`src/rtl/rmii_rx_deframer_if.sv`:
```
// Byte-stream side of the RMII receive deframer: assembled bytes plus
// start/end/error framing markers.
//
// Handshake: rx_valid is a one-clock strobe with no ready/backpressure; the
// consumer must take rx_data/rx_sof in that cycle. rx_eof is a separate
// one-clock strobe (never together with rx_valid) qualified by rx_err/rx_len.
interface rmii_rx_deframer_if;
  logic [7:0]  rx_data;
  logic        rx_valid;
  logic        rx_sof;
  logic        rx_eof;
  logic        rx_err;
  logic [10:0] rx_len;
  logic        rx_active;

  modport master (
    output rx_data, rx_valid, rx_sof, rx_eof, rx_err, rx_len, rx_active
  );

  modport slave (
    input rx_data, rx_valid, rx_sof, rx_eof, rx_err, rx_len, rx_active
  );
endinterface

```
`src/rtl/rmii_rx_deframer.sv`:
```
// RMII receive front end: samples CRS_DV/RXD at REF_CLK, tolerates end-of-carrier
// CRS_DV toggling, strips preamble/SFD and emits framed bytes.
module rmii_rx_deframer #(
  parameter int MAX_BYTES = 1522
) (
  input  logic                      REF_CLK,
  input  logic                      arst_n,
  input  logic                      CRS_DV,
  input  logic                      RXD0,
  input  logic                      RXD1,
  rmii_rx_deframer_if.master        rx,
  output logic [1:0]                dbg_state
);

  typedef enum logic [1:0] {
    S_DISCARD  = 2'd0,
    S_IDLE     = 2'd1,
    S_PREAMBLE = 2'd2,
    S_DATA     = 2'd3
  } state_t;

  localparam logic [10:0] MAX_LEN = 11'(MAX_BYTES);

  state_t      state;
  logic        s_valid;
  logic        s_crs;
  logic [1:0]  s_dibit;
  logic [5:0]  byte_buf;
  logic [1:0]  idx;
  logic [10:0] count;
  logic        sof_pend;
  logic        commit;
  logic        carrier_end;

  // The held sample commits unless it and the current sample are both low;
  // that double-low is the only thing that ends a carrier.
  assign commit      = s_valid & (s_crs | CRS_DV);
  assign carrier_end = s_valid & ~s_crs & ~CRS_DV;
  assign dbg_state   = state;

  always_ff @(posedge REF_CLK or negedge arst_n) begin
    if (!arst_n) begin
      state        <= S_DISCARD;
      s_valid      <= 1'b0;
      s_crs        <= 1'b0;
      s_dibit      <= 2'b00;
      byte_buf     <= 6'd0;
      idx          <= 2'd0;
      count        <= 11'd0;
      sof_pend     <= 1'b0;
      rx.rx_data   <= 8'h00;
      rx.rx_valid  <= 1'b0;
      rx.rx_sof    <= 1'b0;
      rx.rx_eof    <= 1'b0;
      rx.rx_err    <= 1'b0;
      rx.rx_len    <= 11'd0;
      rx.rx_active <= 1'b0;
    end else begin
      s_valid     <= 1'b1;
      s_crs       <= CRS_DV;
      s_dibit     <= {RXD1, RXD0};
      rx.rx_valid <= 1'b0;
      rx.rx_sof   <= 1'b0;
      rx.rx_eof   <= 1'b0;
      rx.rx_err   <= 1'b0;
      rx.rx_len   <= 11'd0;

      case (state)
        S_DISCARD: begin
          if (carrier_end) state <= S_IDLE;
        end

        S_IDLE: begin
          if (commit) begin
            if (s_dibit == 2'b01) state <= S_PREAMBLE;
            else if (s_dibit[1])  state <= S_DISCARD;
          end
        end

        S_PREAMBLE: begin
          if (carrier_end) begin
            state <= S_IDLE;
          end else if (commit) begin
            if (s_dibit == 2'b11) begin
              state        <= S_DATA;
              count        <= 11'd0;
              idx          <= 2'd0;
              sof_pend     <= 1'b1;
              rx.rx_active <= 1'b1;
            end else if (s_dibit != 2'b01) begin
              state <= S_DISCARD;
            end
          end
        end

        S_DATA: begin
          if (carrier_end) begin
            state        <= S_IDLE;
            rx.rx_active <= 1'b0;
            // An SFD with no whole byte behind it is treated as no frame at all.
            if (count != 11'd0) begin
              rx.rx_eof <= 1'b1;
              rx.rx_err <= (idx != 2'd0);
              rx.rx_len <= count;
            end
          end else if (commit) begin
            idx <= idx + 2'd1;
            case (idx)
              2'd0: byte_buf[1:0] <= s_dibit;
              2'd1: byte_buf[3:2] <= s_dibit;
              2'd2: byte_buf[5:4] <= s_dibit;
              default: begin
                if (count == MAX_LEN) begin
                  rx.rx_eof    <= 1'b1;
                  rx.rx_err    <= 1'b1;
                  rx.rx_len    <= MAX_LEN;
                  rx.rx_active <= 1'b0;
                  state        <= S_DISCARD;
                end else begin
                  rx.rx_valid <= 1'b1;
                  rx.rx_data  <= {s_dibit, byte_buf};
                  rx.rx_sof   <= sof_pend;
                  sof_pend    <= 1'b0;
                  count       <= count + 11'd1;
                end
              end
            endcase
          end
        end

        default: state <= S_DISCARD;
      endcase
    end
  end

endmodule

```
`src/flat_wrapper.sv`:
```
// flat-port wrapper written by rule: the top's interface ports become plain ports
module rmii_rx_deframer_flat 
#(
  parameter int MAX_BYTES = 1522
)
  (REF_CLK, arst_n, CRS_DV, RXD0, RXD1, dbg_state, rx_rx_data, rx_rx_valid, rx_rx_sof, rx_rx_eof, rx_rx_err, rx_rx_len, rx_rx_active);
  rmii_rx_deframer_if rx_i ();
  input  logic REF_CLK;
  input  logic arst_n;
  input  logic CRS_DV;
  input  logic RXD0;
  input  logic RXD1;
  output logic [1:0] dbg_state;
  output wire logic [$bits(rx_i.rx_data)-1:0] rx_rx_data;
  output wire logic [$bits(rx_i.rx_valid)-1:0] rx_rx_valid;
  output wire logic [$bits(rx_i.rx_sof)-1:0] rx_rx_sof;
  output wire logic [$bits(rx_i.rx_eof)-1:0] rx_rx_eof;
  output wire logic [$bits(rx_i.rx_err)-1:0] rx_rx_err;
  output wire logic [$bits(rx_i.rx_len)-1:0] rx_rx_len;
  output wire logic [$bits(rx_i.rx_active)-1:0] rx_rx_active;
  assign rx_rx_data = rx_i.rx_data;
  assign rx_rx_valid = rx_i.rx_valid;
  assign rx_rx_sof = rx_i.rx_sof;
  assign rx_rx_eof = rx_i.rx_eof;
  assign rx_rx_err = rx_i.rx_err;
  assign rx_rx_len = rx_i.rx_len;
  assign rx_rx_active = rx_i.rx_active;
  rmii_rx_deframer #(.MAX_BYTES(MAX_BYTES)) u_core (.REF_CLK(REF_CLK), .arst_n(arst_n), .CRS_DV(CRS_DV), .RXD0(RXD0), .RXD1(RXD1), .rx(rx_i), .dbg_state(dbg_state));
endmodule
```
`config.mk`:
```
export PLATFORM = sky130hd
export DESIGN_NAME = rmii_rx_deframer_flat
export DESIGN_NICKNAME = d
export VERILOG_FILES = /design/src/rtl/rmii_rx_deframer_if.sv /design/src/rtl/rmii_rx_deframer.sv /design/src/flat_wrapper.sv
export SDC_FILE = /design/constraint.sdc
export NUM_CORES = 1
export LEC_CHECK = 0
export ABC_CLOCK_PERIOD_IN_PS = 4900
export BUFFER_PORTS_ARGS = -buffer_cell sky130_fd_sc_hd__buf_4
export CORE_MARGIN = 4
export CORE_UTILIZATION = 25
export CTS_CLUSTER_SIZE = 12
export DETAILED_ROUTE_END_ITERATION = 10
export GPL_TIMING_DRIVEN = 0
export PLACE_DENSITY = 0.37
export SLEW_MARGIN = 0
export SYNTH_ARGS = -nofsm -noshare
export SYNTH_HDL_FRONTEND = slang
export SYNTH_SLANG_ARGS = --single-unit
```
`constraint.sdc`:
```
create_clock -name REF_CLK -period 4.9 [get_ports REF_CLK]
set_input_delay 0.98 -clock REF_CLK [delete_from_list [all_inputs] [get_ports REF_CLK]]
set_output_delay 0.98 -clock REF_CLK [all_outputs]
set_load 0.01 [all_outputs]
```
Word-level counts from Yosys, hierarchy flattened:

Index checks and enable logic that the tools add are counted.

* output and inout port bits: 26
* register bits after elaboration: 50

* equality and inequality tests: 24
* reduce and logical (&&, ||, !) cells: 14
* muxes and demuxes: 65
* $add $sub $neg: 2
* bitwise logic cells: 9

Operator list (count)
* 11-bit 2-to-1 mux: 13
* 2-bit 2-to-1 mux: 17
* 1-bit 2-to-1 mux: 30
* 11-bit case mux with 2 select lines: 1
* 8-bit AND reduction: 2
* 2-bit by 1-bit != test with 1-bit output, second input constant: 6
* 3-bit by 1-bit != test with 1-bit output, second input constant: 4
* 4-bit AND reduction: 3
* 11-bit by 1-bit adder with 11-bit output, second input constant: 1
* 11-bit equality test, second input constant: 1
* 11-bit nonzero test: 1
* 2-bit equality test, second input constant: 4
* 2-bit != test, second input constant: 4
* 2-bit case mux with 4 select lines: 1
* 7-bit AND reduction: 1
* 2-bit by 1-bit equality test with 1-bit output, second input constant: 3
* 6-bit AND reduction: 1
* 1-bit NOT: 5
* 5-bit AND reduction: 1
* 2-bit zero test: 2
* 4-bit by 1-bit != test with 1-bit output, second input constant: 1
* 1-bit case mux with 2 select lines: 2
* 2-bit case mux with 2 select lines: 1
* 2-bit nonzero test: 2
* 5 further kinds: 7

Longest topological paths before layout:

Gate-level depths: netlist of the first run.

* depth in word-level cells: 6
* depth in mapped cells: 9

Worst setup path after synthesis of the first run:

OpenSTA, ideal clock, no wires.

* path type: input-to-reg
* start: input CRS_DV
* end: register u_core.rx.rx_data[3]
* arrival time: 2.060 ns
* setup time: 0.125 ns
* stages on the path: 6
* setup slack: 2.715 ns
* path through: o2111a_1 > and2_1 > buf_6 > nand2_8 > buf_12 > mux2_4

* cells in the longest elaborated chain, start to end: 4

RTL lines
* start, declared: line flat_wrapper.sv:10 `input logic CRS_DV;`
* 1-bit NOT: line rmii_rx_deframer.sv:38 `assign carrier_end = s_valid & ~s_crs & ~CRS_DV;`
* 1-bit AND: line rmii_rx_deframer.sv:38
* 1-bit NOT (no source line)
* 5-bit AND reduction (no source line) *
* end signal, assigned: line rmii_rx_deframer.sv:121 `rx.rx_data <= {s_dibit, byte_buf};`
* end, declared: line rmii_rx_deframer_if.sv:17 `output rx_data, rx_valid, rx_sof, rx_eof, rx_err, rx_len, rx_active`

Every way passes the cells marked *; elsewhere a longest branch is shown, timed or not.
A chain may end at the register's enable or synchronous reset.

Final worst setup path of the first run:

* start: input CRS_DV
* end: register u_core.rx.rx_data[4]

The elaborated chain is that of the path after synthesis.

==> run_results.csv, run 1 <==
group,metric,value,unit
yosys,synth_edf_count,0,
drt,wl,5190,um
yosys,yosysSeqAreaShare,0.549,
timing,fin_crit_sh,0.437,
clock_network,cts_resized,0,
worst_setup_path,slowest_delay,0.34,ns
worst_setup_path,setup.worst_path.start_class,"primary input",
layout,multi_input_area,922,um^2
yosys,synth_top_area_frac,0.549,
yosys,async_reset_ff_frac,1.00,
drt,dr_total_vias,1588,
yosys,synthFlopType,"dfrtp_1",
grt,grt_overflow,0,
clock_network,clockBufferDepth,2,
worst_setup_path,rrSetupSlack,2.85,ns
timing,fin_skew,0.0117,ns
run,cap_violations,0,
worst_setup_path,worstSetupEndpoint,"u_core.rx.rx_data[4]$_DFFE_PN0P_",
drt,via_per_inst,4.63,
clock_network,clkLatencyLatePin,0.31,ns
floorplan,rows,34,
clock_network,cts.sink_count,50,
drt,routedWlPerCell,15.1,um
clock_network,holdBufCountCts,0,
floorplan,die_x,103,um
yosys,synth_top_area_cell,"dfrtp_1",
worst_setup_path,crit_path_end_kind,"register",
timing,rsz0062_at_grt,"no",
worst_setup_path,cp_cell_sequence,"buf_4 > o2111a_1 > and2_1 > buf_6 > nand2_8 > buf_12 > mux2_4",
power_and_ir_drop,peakVddDrop,117,uV
worst_setup_path,arrival,2.34,ns
layout,layout_commonest_cell,"dfrtp_1",
yosys,yosysUniqueCellTypes,47,
worst_setup_path,worstPathMaxFanout,10,
worst_setup_path,slowest_stage,"o2111a_1",
min_path,hold_path_class,"register to register",
floorplan,dieArea,0.0107,mm^2
layout,nFillCells,901,
clock_network,post_cts_buffers,0,
yosys,synth-seq-cells,50,
floorplan,ios,31,
layout,area_delta_synth_final,20.0,%
timing,drv_slew,0,
layout,diodes,0,
floorplan,core,0.00881,mm^2
yosys,synth_cells,197,
timing,maxSlewHeadroom,0.454,
timing,fin_setup_tns,0,ns
yosys,synth_nets,209,
yosys,synth_area_leaders,"dfrtp_1 (55%), mux2_2 (4.9%), ha_1 (3.8%), mux2_4 (3.3%), a31oi_1 (2.5%)",
drt,drc,0,
grt,grt_max_degree,51,
worst_setup_path,reg2regPathDepth,8,
layout,final_net_count,246,
clock_network,path_clk_slew,0.10,ns
yosys,postSynthAreaPerCell,11.6,um^2
clock_network,htreeDepth,2,
grt,antenna_found_initial,0,
clock_network,cts_tree,"built",
drt,firstDrtPassIters,4,
layout,regArea,0.00125,mm^2
yosys,yosysWarnings,0,
yosys,synth_area,0.00228,mm^2
place,gp_congestion,0.808,
worst_setup_path,cp-startpoint,"CRS_DV",
drt,drtIter0Drc,27,
floorplan,fp.dieH,103,um
worst_setup_path,crit_type,"primary input to register",
place,io_buffers,30,
layout,drive_above_1_share,0.281,
worst_setup_path,required,5.10,ns
worst_setup_path,r2r-start,"u_core.count[0]$_DFFE_PN0P_",
timing,min_period,2.14,ns
power_and_ir_drop,p_per_area,400,mW/mm^2
grt,grt_pass1_vias,1707,
worst_setup_path,worst_r2r_endpoint,"u_core.rx.rx_data[4]$_DFFE_PN0P_",
layout,layout_common_cells,"dfrtp_1 (50), buf_4 (30), inv_1 (12), nand2_1 (12), nor2_1 (12)",
timing,max_freq,0.467,GHz
timing,setup-violations-final,0,
clock_network,cts_buffers,5,
grt,grt_first_pass_wirelength,8860,um
place,hpwl,3580,um
drt,ant_nets,0,
layout,fin_util,0.311,
power_and_ir_drop,cellLeakagePower,1.31,nW
floorplan,floorplan.initialDensity,0.259,
outcome,run_status,"completed",
timing,hold_viol,0,
clock_network,cts_root_buffer,"clkbuf_8",
grt,track_usage,0.107,
timing,tightest_slew,0.814,ns
[power by group]
| part | switching [mW] | total [mW] | leakage (nW) | internal, mW |
|---|---|---|---|---|
| Clock | 0.144 | 0.258 | 0.0472 | 0.114 |
| Combinational | 0.136 | 0.266 | 0.603 | 0.130 |
| Sequential | 0.0808 | 0.571 | 0.656 | 0.490 |
[worst max-delay path: cells and delay by family]
family	cells	cell delay (ns)
buffers and inverters	3	0.43
AND/OR/NAND/NOR	2	0.29
multiplexers	1	0.30
AO/OA/AOI/OAI	1	0.34
[flip-flops by register name, indices dropped and copies added, names as in the netlist, 2 cells and up]
register	cells
u_core.byte_buf	6
u_core.dbg_state	2
u_core.rx.rx_data	8
u_core.count	11
u_core.s_dibit	2
u_core.idx	2
u_core.rx.rx_len	11
[layer usage]
metal	global-route usage	vias to the layer above	share of wire
met5	0	-	0
met4	0.0349	0	0.016
met2	0.165	31	0.45
met1	0.149	768	0.50
li1	-	780	-
met3	0.0248	9	0.028
[worst min-delay path by stage]
| stage | startpoint | end | depth (start not counted) |
|---|---|---|---|
| 5_1_grt | u_core.rx.rx_data[7]$_DFFE_PN0P_ | u_core.rx.rx_data[7]$_DFFE_PN0P_ | 1 |
| 4_1_cts | u_core.byte_buf[5]$_DFFE_PN0P_ | u_core.rx.rx_data[5]$_DFFE_PN0P_ | 1 |
| 3_3_place_gp | u_core.byte_buf[5]$_DFFE_PN0P_ | u_core.rx.rx_data[5]$_DFFE_PN0P_ | 1 |
| 6_report | u_core.byte_buf[5]$_DFFE_PN0P_ | u_core.rx.rx_data[5]$_DFFE_PN0P_ | 1 |
| 3_5_place_dp | u_core.byte_buf[5]$_DFFE_PN0P_ | u_core.rx.rx_data[5]$_DFFE_PN0P_ | 1 |
| 2_1_floorplan | u_core.sof_pend$_DFFE_PN0P_ | u_core.rx.rx_sof$_DFF_PN0_ | 2 |
[synth_stat cells (4+ instances only)]
cell type	n
nand2_1	12
nand2b_1	4
dfrtp_1	50
clkbuf_1	4
o21ai_0	6
inv_1	12
a31oi_1	9
nand3_1	4
nor3_1	4
nor2_1	12
ha_1	7
mux2_2	10
nand4_1	4
mux2_4	5
a21oi_1	6
[logic make-up after synthesis]
group | count (synthesis) | synth area share
buf+inv | 20 | 0.0466
compound gates | 43 | 0.129
simple gates | 60 | 0.149
xor+xnor | 1 | 0.00384
fa+ha+maj | 7 | 0.0384
mux | 15 | 0.0823
flops | 50 | 0.549
other cells | 1 | 0.00164
[cell type report]
type / count / share of cell area
flip-flops and latches: 50 / 0.457
multi-input cells: 127 / 0.337
repair buffers: 30 / 0.0823
well taps: 108 / 0.0494
clock buffers: 6 / 0.0302
plain buffers: 7 / 0.0210
inverters: 13 / 0.0178
clock inverters: 2 / 0.00457
[per-stage QoR]
stage	power (mW)	area (um^2)	instances	hold WS (ns)	setup slack (ns)
after floorplan	0.740	2280	197	0.470	2.71
after global placement	0.854	2640	335	0.489	2.42
after detailed placement	0.849	2640	335	0.492	2.40
after CTS	1.12	2740	343	0.517	2.74
after global routing	1.19	2740	343	0.542	2.63
final	1.09	2740	343	0.513	2.76
Note: power is estimated with default switching activity, not from simulation.
==> run 2, diff against run 1 <==
--- a/config.mk
+++ b/config.mk
@@ -5,7 +5,7 @@
 export SDC_FILE = /design/constraint.sdc
 export NUM_CORES = 1
 export LEC_CHECK = 0
-export ABC_CLOCK_PERIOD_IN_PS = 4900
+export ABC_CLOCK_PERIOD_IN_PS = 2200
 export BUFFER_PORTS_ARGS = -buffer_cell sky130_fd_sc_hd__buf_4
 export CORE_MARGIN = 4
 export CORE_UTILIZATION = 25
==> constraint.sdc (replaced) <==
create_clock -name REF_CLK -period 2.2 [get_ports REF_CLK]
set_input_delay 0.44 -clock REF_CLK [delete_from_list [all_inputs] [get_ports REF_CLK]]
set_output_delay 0.44 -clock REF_CLK [all_outputs]
set_load 0.01 [all_outputs]
==> run_results.csv, run 2 (synthesis gave the netlist of run 1 again) <==
group,metric,value,unit
outcome,run_status,"completed",
worst_setup_path,slowest_delay,0.43,ns
power_and_ir_drop,p_int,1.64,mW
power_and_ir_drop,seq_power_share,0.521,
layout,reg_top3,"u_core.count: 11 flops, u_core.rx.rx_len: 11 flops, u_core.rx.rx_data: 8 flops",
place,hpwl,3580,um
power_and_ir_drop,p_per_area,892,mW/mm^2
grt,grt_overflow,0,
clock_network,path_clk_slew,0.10,ns
drt,drtIter0Drc,41,
timing,rsz0062_at_grt,"no",
drt,firstDrtPassIters,4,
drt,highest_layer,"met4",
min_path,hold_path_class,"primary input to async pin",
floorplan,rows,34,
timing,max_freq,0.489,GHz
grt,antenna_found_initial,0,
timing,drv_slew,0,
place,io_buffers,30,
grt,grt_pass1_vias,1707,
floorplan,fp.dieH,103,um
clock_network,holdBufCountCts,0,
drt,routedWlPerCell,15.2,um
power_and_ir_drop,clkPwrFrac,0.236,
drt,drc,0,
layout,nFillCells,901,
grt,track_usage,0.107,
power_and_ir_drop,p_sw_frac,0.332,
timing,fin_crit_sh,0.929,
layout,layout_common_cells,"dfrtp_1 (50), buf_4 (30), nand2_1 (12), nor2_1 (12), inv_1 (11)",
power_and_ir_drop,comb_power_share,0.244,
drt,dr_total_vias,1601,
timing,maxSlewHeadroom,0.575,
layout,multi_input_area,931,um^2
timing,hold_ws,0.154,ns
drt,dr_wl_met2,2390,um
floorplan,die_x,103,um
floorplan,dieArea,0.0107,mm^2
worst_setup_path,r2r-start,"u_core.count[0]$_DFFE_PN0P_",
power_and_ir_drop,power,2.45,mW
worst_setup_path,crit_buf_inv,3,
power_and_ir_drop,cellLeakagePower,1.30,nW
worst_setup_path,worstPathMaxFanout,10,
place,gp_congestion,0.808,
worst_setup_path,required,2.40,ns
floorplan,core,0.00881,mm^2
clock_network,htreeDepth,2,
worst_setup_path,cp_cell_sequence,"inv_2 > ha_1 > nand4_1 > or3_1 > buf_6 > nand2_8 > buf_12 > mux2_4",
power_and_ir_drop,peakVddDrop,260,uV
place,dp_worst_setup_slack,0.137,ns
layout,diodes,0,
power_and_ir_drop,switching_power,812,uW
drt,ant_nets,0,
worst_setup_path,crit_type,"register to register",
clock_network,cts_buffers,5,
timing,hold_viol,0,
floorplan,ios,31,
timing,tightest_slew,0.637,ns
worst_setup_path,cp_top_family,"simple AND/OR/NAND/NOR gates",
layout,drive_above_1_share,0.294,
clock_network,cts_tree,"built",
clock_network,cts.sink_count,50,
drt,wl,5200,um
clock_network,cts_root_buffer,"clkbuf_8",
timing,fin_skew,0.00991,ns
layout,layout_commonest_cell,"dfrtp_1",
clock_network,post_cts_buffers,0,
worst_setup_path,setup.worst_path.start_class,"register",
worst_setup_path,crit_path_end_kind,"register",
worst_setup_path,arrival,2.25,ns
layout,fin_util,0.312,
clock_network,clockBufferDepth,2,
timing,setup-violations-final,0,
worst_setup_path,slowest_stage,"dfrtp_1",
layout,final_net_count,246,
layout,area_delta_synth_final,20.4,%
run,cap_violations,0,
floorplan,floorplan.initialDensity,0.259,
drt,m1WireLength,2570,um
drt,via_per_inst,4.67,
timing,min_period,2.04,ns
grt,grt_max_degree,51,
clock_network,cts_resized,0,
layout,regArea,0.00125,mm^2
grt,grt_first_pass_wirelength,8860,um
timing,setup_slack,0.156,ns
drt,wl_met3,165,um
worst_setup_path,cp-startpoint,"u_core.count[0]$_DFFE_PN0P_",
clock_network,clkLatencyLatePin,0.31,ns
timing,fin_setup_tns,0,ns
==> run 2: cell types whose count changed in the layout (fill, tap and decap cells not counted) <==
cell / delta
inv_1: -1
inv_2: +1
nor3_1: -1
nor3_2: +1
o21ai_1: -1
o21ai_2: +1
==> run 2: per-stage QoR <==
step                area [um^2]  cells
floorplan                  2280    197
global placement           2640    335
detailed placement         2640    335
CTS                        2740    343
global route               2740    343
finish                     2740    343
==> run 2: path summary, 6_finish.rpt <==
| check | slack (ns) | endpoint | cells past startpoint |
|---|---|---|---|
| min reg2reg | 0.51 | u_core.rx.rx_data[5]$_DFFE_PN0P_ | 1 |
| max | 0.16 | u_core.rx.rx_data[4]$_DFFE_PN0P_ | 8 |
| max reg2reg | 0.16 | u_core.rx.rx_data[4]$_DFFE_PN0P_ | 8 |
| min in group REF_CLK | 0.24 | u_core.s_dibit[0]$_DFF_PN0_ | 1 |
| min | 0.15 | u_core.rx.rx_len[5]$_DFF_PN0_ | 1 |
| max in group asynchronous | 1.62 | u_core.count[0]$_DFFE_PN0P_ | 1 |
==> run 2: area by class of cell <==
cell class | count | area share
Sequential cell | 50 | 0.456
Clock inverter | 2 | 0.00456
Multi-Input combinational cell | 127 | 0.339
Buffer | 7 | 0.0210
Clock buffer | 6 | 0.0301
Timing Repair Buffer | 30 | 0.0821
Tap cell | 108 | 0.0492
Inverter | 13 | 0.0178
==> run 2: worst reg2reg max path, delay by kind of cell (launching register included) <==
| kind | cells | cell delay, ns |
|---|---|---|
| and+or+nand+nor | 3 | 0.66 |
| DFF | 1 | 0.43 |
| buffers and inverters | 3 | 0.41 |
| muxes | 1 | 0.30 |
| adders and majority gates | 1 | 0.14 |
==> run 2: power by group through the flow <==
stage	clock, mW	sequential (mW)	combinational, mW
after floorplan	0	1.27	0.382
after global placement	0	1.29	0.609
after detailed placement	0	1.29	0.601
after CTS	0.606	1.28	0.602
after global routing	0.644	1.31	0.694
final	0.577	1.27	0.597
==> run 2: routing by layer <==
metal,vias to the layer above,global-route usage
met1,775,0.149
met5,-,0
li1,778,-
met2,39,0.165
met3,9,0.0248
met4,0,0.0349
==> run 3, diff against run 2 <==
==> constraint.sdc (replaced) <==
create_clock -name REF_CLK -period 2.2 [get_ports REF_CLK]
set_input_delay 0.44 -clock REF_CLK [delete_from_list [all_inputs] [get_ports REF_CLK]]
set_output_delay 0.44 -clock REF_CLK [all_outputs]
set_load 0.1 [all_outputs]
==> run_results.csv, run 3 (synthesis gave the netlist of run 1 again) <==
group,metric,value,unit
outcome,run_status,"completed",
drt,drc,0,
floorplan,rows,34,
worst_setup_path,crit_type,"register to register",
worst_setup_path,slowest_delay,0.45,ns
clock_network,clockBufferDepth,2,
drt,firstDrtPassIters,4,
worst_setup_path,cp_cell_sequence,"inv_2 > ha_1 > nand4_1 > or3_1 > buf_6 > nand2_8 > buf_12 > mux2_4",
power_and_ir_drop,peakVddDrop,738,uV
worst_setup_path,arrival,2.27,ns
drt,drtIter0Drc,50,
clock_network,cts_tree,"built",
layout,diodes,0,
clock_network,htreeDepth,2,
clock_network,cts_buffers,5,
power_and_ir_drop,p_per_area,1060,mW/mm^2
drt,wl,5210,um
drt,ant_nets,0,
place,gp_congestion,0.795,
timing,setup-violations-final,0,
timing,min_period,2.07,ns
layout,layout_commonest_cell,"dfrtp_1",
clock_network,cts_resized,0,
worst_setup_path,worstPathMaxFanout,10,
worst_setup_path,crit_path_end_kind,"register",
layout,nFillCells,914,
grt,grt_max_degree,51,
run,cap_violations,0,
layout,reg_top3,"u_core.count: 11 flops, u_core.rx.rx_len: 11 flops, u_core.rx.rx_data: 8 flops",
min_path,hold_path_class,"primary input to async pin",
worst_setup_path,setup.worst_path.start_class,"register",
layout,final_net_count,246,
layout,drive_above_1_share,0.302,
floorplan,ios,31,
floorplan,die_x,103,um
drt,dr_total_vias,1611,
layout,layout_common_cells,"dfrtp_1 (48), buf_4 (30), nand2_1 (12), nor2_1 (12), inv_1 (11)",
clock_network,holdBufCountCts,0,
timing,tightest_slew,0.637,ns
grt,antenna_found_initial,0,
worst_setup_path,required,2.40,ns
timing,hold_viol,0,
timing,max_freq,0.484,GHz
drt,routedWlPerCell,15.2,um
timing,hold_ws,0.146,ns
place,hpwl,3590,um
clock_network,cts.sink_count,50,
clock_network,cts_root_buffer,"clkbuf_8",
grt,grt_first_pass_wirelength,8660,um
clock_network,path_clk_slew,0.10,ns
floorplan,floorplan.initialDensity,0.259,
clock_network,post_cts_buffers,0,
timing,rsz0062_at_grt,"no",
worst_setup_path,cp_top_family,"simple AND/OR/NAND/NOR gates",
grt,grt_overflow,0,
timing,fin_setup_tns,0,ns
timing,maxSlewHeadroom,0.576,
worst_setup_path,slowest_stage,"dfrtp_1",
place,io_buffers,30,
grt,track_usage,0.105,
floorplan,core,0.00881,mm^2
timing,drv_slew,0,
power_and_ir_drop,cellLeakagePower,1.32,nW
worst_setup_path,crit_buf_inv,3,
layout,area_delta_synth_final,21.6,%
floorplan,dieArea,0.0107,mm^2
timing,fin_crit_sh,0.939,
layout,fin_util,0.315,
clock_network,clkLatencyLatePin,0.31,ns
grt,grt_pass1_vias,1619,
power_and_ir_drop,power,2.94,mW
drt,via_per_inst,4.70,
floorplan,fp.dieH,103,um
timing,fin_skew,0.0131,ns
run 3: final timing paths:
kind / startpoint / end / slack [ns] / cells past startpoint
max in group asynchronous: arst_n / u_core.dbg_state[1]$_DFFE_PN0P_ / 1.58 / 1
setup / recovery: u_core.count[0]$_DFFE_PN0P_ / u_core.rx.rx_data[7]$_DFFE_PN0P_ / 0.13 / 8
hold reg to reg: u_core.byte_buf[3]$_DFFE_PN0P_ / u_core.rx.rx_data[3]$_DFFE_PN0P_ / 0.51 / 1
setup reg to reg: u_core.count[0]$_DFFE_PN0P_ / u_core.rx.rx_data[7]$_DFFE_PN0P_ / 0.13 / 8
min in group REF_CLK: RXD0 / u_core.s_dibit[0]$_DFF_PN0_ / 0.24 / 1
hold / removal: arst_n / u_core.rx.rx_sof$_DFF_PN0_ / 0.15 / 1
run 3: layout make-up:
class / instances / area, um^2 / area share
Buffer: 7 / 57.6 / 0.0208
Clock buffer: 6 / 82.6 / 0.0298
Clock inverter: 2 / 38.8 / 0.0140
Inverter: 13 / 48.8 / 0.0176
Multi-Input combinational cell: 127 / 931 / 0.336
Sequential cell: 50 / 1250 / 0.452
Tap cell: 108 / 135 / 0.0487
Timing Repair Buffer: 30 / 225 / 0.0812
run 3: metrics by stage:
step | instance area, um^2 | std cells | setup slack, ns
finish | 2770 | 343 | 0.135
detailed placement | 2640 | 335 | 0.116
global route | 2770 | 343 | 0.0435
CTS | 2760 | 343 | 0.0850
global placement | 2640 | 335 | 0.0878
floorplan | 2280 | 197 | 0.233
run 3: layer usage:
metal  track usage  wire, um  part of all wire  up-vias
met5             0         0                 0        -
met4        0.0359        54             0.010        0
met3        0.0208       188             0.036        5
met2         0.157      2290              0.44       37
met1         0.150      2680              0.51      788
li1              -         -                 -      781
run 3: power breakdown:
group | switching (mW) | total, mW | leakage [nW] | internal, mW
sequential | 0.189 | 1.28 | 0.653 | 1.10
combinational | 0.662 | 0.956 | 0.602 | 0.293
clock | 0.322 | 0.697 | 0.0618 | 0.375
total | 1.17 | 2.94 | 1.32 | 1.76
run 3: worst register-to-register path, stage by stage, from the launching register on:
cell and delay, ns:
dfrtp_1 0.45, inv_2 0.11, ha_1 0.15, nand4_1 0.16, or3_1 0.42, buf_6 0.16, nand2_8 0.08, buf_12 0.14
mux2_4 0.30
